<file path="config.mk">
export PLATFORM = sky130hd
export DESIGN_NAME = fft_stage_sequencer
export DESIGN_NICKNAME = d
export VERILOG_FILES = /design/src/rtl/fft_stage_sequencer.sv
export SDC_FILE = /design/constraint.sdc
export NUM_CORES = 1
export LEC_CHECK = 0
export ABC_AREA = 1
export BUFFER_PORTS_ARGS = -buffer_cell sky130_fd_sc_hd__buf_2
export CAP_MARGIN = 20
export CORE_ASPECT_RATIO = 1.1
export CORE_MARGIN = 2
export CORE_UTILIZATION = 45
export CTS_BUF_LIST = sky130_fd_sc_hd__clkbuf_8
export DETAILED_ROUTE_END_ITERATION = 10
export GPL_TIMING_DRIVEN = 0
export MAX_ROUTING_LAYER = met4
export PLACE_DENSITY = 0.76
export RECOVER_POWER = 25
export SLEW_MARGIN = 20
export SYNTH_ARGS = -nofsm -noshare
export SYNTH_HDL_FRONTEND = slang
export SYNTH_SLANG_ARGS = --single-unit
</file>
<file path="constraint.sdc">
create_clock -name clk -period 2.9 [get_ports clk]
set_input_delay 0.58 -clock clk [delete_from_list [all_inputs] [get_ports clk]]
set_output_delay 0.58 -clock clk [all_outputs]
set_load 0.05 [all_outputs]
</file>
<file path="src/rtl/fft_stage_sequencer.sv">
// rtl/fft_stage_sequencer.sv - stage/index walker feeding the FFT index mapper
//
// Walks every stage of an N = 2^MSB point transform and, within each stage,
// every linear index 0..N-1, handing index/stage pairs downstream over a
// valid/ready handshake. Write-back completions are counted so a stage only
// ends once all N results of the current stage have landed in RAM.
//
// Ports:
//   clk, rst_n            clock, asynchronous active-low reset
//   start                 begin a transform (only honoured in IDLE)
//   busy                  high while a transform is in progress
//   done                  one-cycle pulse when the last stage has drained
//   idx_valid, idx_ready  handshake for index/stage
//   index, stage          linear index and current stage
//   last                  index = N-1 while idx_valid
//   wb_valid              one pulse per completed write-back
//   stage_done            one-cycle pulse on every stage advance / completion
//   err                   sticky: unexpected write-back seen
module fft_stage_sequencer #(
    parameter int MSB = 8,
    parameter int SW  = $clog2(MSB)
) (
    input  logic           clk,
    input  logic           rst_n,
    input  logic           start,
    output logic           busy,
    output logic           done,
    output logic           idx_valid,
    input  logic           idx_ready,
    output logic [MSB-1:0] index,
    output logic [SW-1:0]  stage,
    output logic           last,
    input  logic           wb_valid,
    output logic           stage_done,
    output logic           err
);

    typedef enum logic [1:0] {
        ST_IDLE  = 2'd0,
        ST_RUN   = 2'd1,
        ST_DRAIN = 2'd2
    } state_t;

    localparam logic [MSB-1:0] LAST_IDX   = {MSB{1'b1}};
    localparam logic [MSB:0]   FULL_CNT   = {1'b1, {MSB{1'b0}}};
    localparam logic [SW-1:0]  LAST_STAGE = SW'(MSB - 1);

    state_t         state_q, state_d;
    logic [MSB-1:0] index_q, index_d;
    logic [SW-1:0]  stage_q, stage_d;
    logic [MSB:0]   wb_cnt_q, wb_cnt_d;
    logic           idx_valid_q, idx_valid_d;
    logic           done_q, done_d;
    logic           stage_done_q, stage_done_d;
    logic           err_q, err_d;

    // State register
    always_ff @(posedge clk or negedge rst_n) begin
        if (!rst_n) begin
            state_q      <= ST_IDLE;
            index_q      <= '0;
            stage_q      <= '0;
            wb_cnt_q     <= '0;
            idx_valid_q  <= 1'b0;
            done_q       <= 1'b0;
            stage_done_q <= 1'b0;
            err_q        <= 1'b0;
        end else begin
            state_q      <= state_d;
            index_q      <= index_d;
            stage_q      <= stage_d;
            wb_cnt_q     <= wb_cnt_d;
            idx_valid_q  <= idx_valid_d;
            done_q       <= done_d;
            stage_done_q <= stage_done_d;
            err_q        <= err_d;
        end
    end

    // Next-state and datapath
    always_comb begin
        state_d      = state_q;
        index_d      = index_q;
        stage_d      = stage_q;
        wb_cnt_d     = wb_cnt_q;
        idx_valid_d  = idx_valid_q;
        done_d       = 1'b0;
        stage_done_d = 1'b0;
        err_d        = err_q;

        // Write-backs may still trail the last handshake, so counting spans
        // both RUN and DRAIN. A write-back beyond N means the datapath and
        // the sequencer disagree; flag it and hold the count at N.
        if (state_q != ST_IDLE && wb_valid) begin
            if (wb_cnt_q == FULL_CNT) begin
                err_d = 1'b1;
            end else begin
                wb_cnt_d = wb_cnt_q + 1'b1;
            end
        end

        case (state_q)
            ST_IDLE: begin
                if (start) begin
                    state_d     = ST_RUN;
                    index_d     = '0;
                    stage_d     = '0;
                    wb_cnt_d    = '0;
                    idx_valid_d = 1'b1;
                    err_d       = 1'b0;
                end
                // Nothing is in flight in IDLE, so any write-back is stray.
                if (wb_valid) begin
                    err_d = 1'b1;
                end
            end

            ST_RUN: begin
                if (idx_valid_q && idx_ready) begin
                    if (index_q != LAST_IDX) begin
                        index_d = index_q + 1'b1;
                    end else begin
                        state_d     = ST_DRAIN;
                        idx_valid_d = 1'b0;
                    end
                end
            end

            ST_DRAIN: begin
                // The next stage reads what this stage wrote, so it may only
                // begin once every write-back has been seen.
                if (wb_cnt_q == FULL_CNT) begin
                    stage_done_d = 1'b1;
                    index_d      = '0;
                    wb_cnt_d     = '0;
                    if (stage_q != LAST_STAGE) begin
                        state_d     = ST_RUN;
                        stage_d     = stage_q + 1'b1;
                        idx_valid_d = 1'b1;
                    end else begin
                        state_d = ST_IDLE;
                        stage_d = '0;
                        done_d  = 1'b1;
                    end
                end
            end

            default: begin
                state_d     = ST_IDLE;
                idx_valid_d = 1'b0;
            end
        endcase
    end

    // Outputs
    always_comb begin
        busy = (state_q == ST_RUN) || (state_q == ST_DRAIN);
        last = idx_valid_q && (index_q == LAST_IDX);
    end

    assign idx_valid  = idx_valid_q;
    assign index      = index_q;
    assign stage      = stage_q;
    assign done       = done_q;
    assign stage_done = stage_done_q;
    assign err        = err_q;

endmodule

</file>
Word level (Yosys, flattened, before mapping)
Cells that the tools add are included.
Word-level totals
  register bits: 26
  input bits: 5
  output and inout port bits: 17
Operators by class
  add/sub/neg operators: 3
  equality and inequality tests: 12
  mux-type cells: 36
  reduce and logical (&&, ||, !) cells: 12
Operator list (number)
  two-way mux 9 bit: 4
  two-way mux 8 bit: 4
  case mux 8 bit (3 select lines): 1
  case mux 9 bit (2 select lines): 1
  two-way mux 1 bit: 16
  != test 2 bit, second input constant: 6
  AND reduction 5 bit: 2
  adder 9 x 1 -> 9 bit, second input constant: 1
  equality test 9 bit, second input constant: 1
  two-way mux 3 bit: 3
  adder 8 x 1 -> 8 bit, second input constant: 1
  equality test 8 bit, second input constant: 1
  two-way mux 2 bit: 4
  != test 8 bit, second input constant: 1
  case mux 2 bit (3 select lines): 1
  case mux 3 bit (2 select lines): 1
  AND reduction 4 bit: 1
  nonzero test 2 bit: 2
  adder 3 x 1 -> 3 bit, second input constant: 1
  logical AND 1 bit: 3
  != test 3 bit, second input constant: 1
  case mux 1 bit (3 select lines): 1
  AND reduction 3 bit: 1
  nonzero test 3 bit: 1
  other kinds (4): 4

Depth between registers and ports, before layout
  word-level depth: 6
  mapped depth: 11
  mapped depth without buffers: 11

Worst setup path before layout
No wires, ideal clock.
  path kind: reg-to-output
  from: reg index_q[0], in the netlist index[0]
  to: out last
  data arrival time: 1880 ps
  required time: 2320 ps
  slack: 440 ps
  cell stages (with the launch flop): 6
  path buffers: 0
  cells stage by stage: dfrtp_1 > ha_1 > nand2_1 > nor2_2 > nand2_1 > nor2_1
On the way
  word-level cells in the longest chain between the ends: 2
Ends and longest elaborated chain
  from (decl): line 49  | logic [MSB-1:0] index_q, index_d;
  from (signal assigned): line 70  | index_q <= index_d;
  equality test 8 bit: line 158  | last = idx_valid_q && (index_q == LAST_IDX);
  logical AND 1 bit: line 158
  to (decl): line 32  | output logic last,
Every way passes these cells.

Worst setup path in the final report
Same ends and word-level chain as after synthesis.

==> impl_results.md <==
* Cells after Synth at 216
* R2R Setup Slk at 1290 ps
* GRT Util Overall at 16.6%
* Sequential power share at 29.5%
* Sequential-to-total area share from yosys stat at 38.8%
* Min-Delay Startpoint: stage[0]
* DR vias/cell at 4.65
* Synth top area share at 38.8%
* WL final at 2950 um
* Ys async rst share at 100%
* Clk root buf: clkbuf_8
* Die area at 4230 um2
* Clk_lat worst skew at 280 ps
* Final worst-path cycle share at 74.2%
* Combinational fraction of design power at 51.6%
* Final period demand of the worst path at 2150 ps
* Critical Path Fanout Max at 5
* CTS tree: built
* H-Tree Depth at 1
* Max Clock Skew at 8.06 ps
* Yosys warning total at 0
* Crit. End Element: output pin
* DR iter-0 viols at 52
* Net Switching at 0.750 mW
* Synth top cells by count: nand2_1 (67), inv_1 (28), dfrtp_1 (26), nor2_1 (20), nand3_1 (13)
* FF-to-FF Start: state_q[0]
* EDFF count, synth at 0
* Number of global-route vias before repair at 1,297
* Layout area overhead at 14.2%
* CTS Hold Buffers Added at 0
* Clock Path Buffers at 2
* Syn_area_per_cell at 7.76 um2
* Final hold vios at 0
* Final Wtd Congestion at 0.837
* Min-Delay Path Class: reg -> reg
* Largest net degree at the start of global routing at 27
* Max_cap viols at 0
* Status: complete, no violations
* Post-DP HPWL at 2270 um
* Worst EP arrival at 1570 ps
* Leakage at 1.01 nW
* Core area at 3600 um2
* Worst-case reg-to-reg path depth at 8
* Cell area power density at 837 nW/um2
* Pint at 0.851 mW
* Yosys top cell by area: dfrtp_1
* DR WL/cell at 10.2 um
* FILL cells at 359
* Hold Path End: stage[0]
* Ant. Diodes at 0
* Clock Power Share at 19.0%
* Top-count cell post-synth: nand2_1
* # port buffers at 21
* Die Y at 68.0 um
* CP Data Required Time at 2320 ps
* Rows at 23
* Synthesis-stage register bit count at 26
* Fin. max-slew vios at 0
* Setup Buffers After CTS at 0
* Sum Neg Setup Slack at 0 ps
* Max Fclk at 465 MHz
* Post-synthesis cell type count at 28
* Fraction of layout cells with a size suffix above 1 at 21.2%
* Worst r2r dst: index[1]
* RSZ-0062 raised after global routing: false
* Clock-pin slew on the worst setup and hold paths at 90 ps
* Remaining antenna violation count at 0
* Hold Crit Depth at 1
* CTS Buf Count at 3
* Slew @ Worst Pin at 1370 ps
* Main synth FF type: dfrtp_1
* Post-CTS Resized at 0
* Hold Slack at 515 ps
* Rel. slew slack at 8.67%
* Sw Ratio at 46.9%
* Critical path class: reg -> out
* Residual DRC at 0
* Largest cells by area after synthesis: dfrtp_1 (39%), nand2_1 (15%), ha_1 (6.7%), inv_1 (6.3%), nor2_1 (4.5%)
* Post-Syn Nets at 230
* Startpoint types: flip-flop
* Count of final setup violators at 0
* First-pass GRT wire length at 5460 um
* DRT Pass-1 Iters at 4
* VDD IR max at 0.432 mV
* Vias at 1,352
* Cell Area, Synth at 1680 um2
* IO Pins at 22
* Clock Sinks at 26
* Initial antenna violation count at 0
* Die W at 62.2 um
* Fin nets at 256
* Initial core utilization at 46.6%
* Grt total ovfl at 0
==> power by group through the flow <==
stage / combinational (mW) / sequential, mW / clock, mW
floorplan: 0.612 / 0.548 / 0
global placement: 0.821 / 0.476 / 0
detailed placement: 0.834 / 0.478 / 0
CTS: 0.837 / 0.471 / 0.312
global route: 0.927 / 0.484 / 0.323
finish: 0.826 / 0.472 / 0.303
==> per-stage QoR <==
stage / total power [mW] / area (um2) / util [%] / instances / setup WS [ps]
after floorplan: 1.16 / 1680 / - / 216 / 440
after global placement: 1.30 / 1840 / 51.2 / 287 / 1060
after detailed placement: 1.31 / 1840 / 51.2 / 287 / 1050
after CTS: 1.62 / 1910 / 53.2 / 291 / 738
after global routing: 1.73 / 1910 / 53.2 / 291 / 603
final: 1.60 / 1910 / 53.2 / 291 / 748
==> cells in the final DEF (no fill, tap or decap), types with 2 or more instances in the layout <==
cell type,synthesis,routed
buf_2,0,20
nor2_4,2,2
xor2_1,4,4
nand3_1,13,13
a21oi_1,5,5
dfrtp_1,26,26
nor2_1,20,20
nor2_2,3,3
nor3_1,2,2
o21ai_0,2,2
inv_2,7,7
nand2_8,3,3
inv_1,28,28
nand2_2,5,5
clkbuf_8,0,3
nor3_2,2,2
nand4_1,3,3
o21ai_1,5,5
nand2_1,67,67
ha_1,9,9
==> cell type report <==
class | count | area (um2) | area share, %
clock inverters | 1 | 30.0 | 1.57
repair buffers | 21 | 104 | 5.43
multi-input cells | 155 | 893 | 46.7
inverters | 35 | 131 | 6.87
flip-flops and latches | 26 | 651 | 34.0
well taps | 50 | 62.6 | 3.27
clock buffers | 3 | 41.3 | 2.16
==> critical path, stage by stage (launching register included) <==
cell,delay [ps]
dfrtp_1,410
ha_1,190
nand2_1,80
nor2_2,150
nand2_1,110
nor2_1,100
buf_2,260
==> metal layers <==
metal  vias up  GRT usage (%)  part of all wire (%)
met2        20           31.0                    49
met5         -              -                     0
met4         0           5.83                   1.5
met1       606           19.1                    46
li1        721              -                     -
met3         5           1.64                   3.0
==> sequential cells by signal, summed over array words and instances (netlist names) <==
| name | flops |
|---|---|
| idx_valid | 1 |
| wb_cnt_q | 9 |
| done | 1 |
| stage_done | 1 |
| stage | 3 |
| err | 1 |
| state_q | 2 |
| index | 8 |
==> how the worst max path moves through the flow <==
stage              from  endpoint  slack, ps
6_report       index[0]      last        750
5_1_grt        index[0]      last        600
4_1_cts        index[0]      last        740
3_5_place_dp   index[0]      last       1050
3_3_place_gp   index[0]      last       1060
2_1_floorplan  index[0]      last        440
==> cells by family (layout without fill, tap and decap cells) <==
group                      count (synthesis)  after routing  share of synthesized area [%]
and+or+nand+nor                          125            125                           38.2
buffers and inverters                     35             60                           7.84
DFF                                       26             26                           38.8
AOI/OAI and AO/OA                         16             16                           5.75
adders and majority gates                  9              9                           6.72
xor gates and xnor gates                   5              5                           2.61
Note: power is estimated with default switching activity, not from simulation.
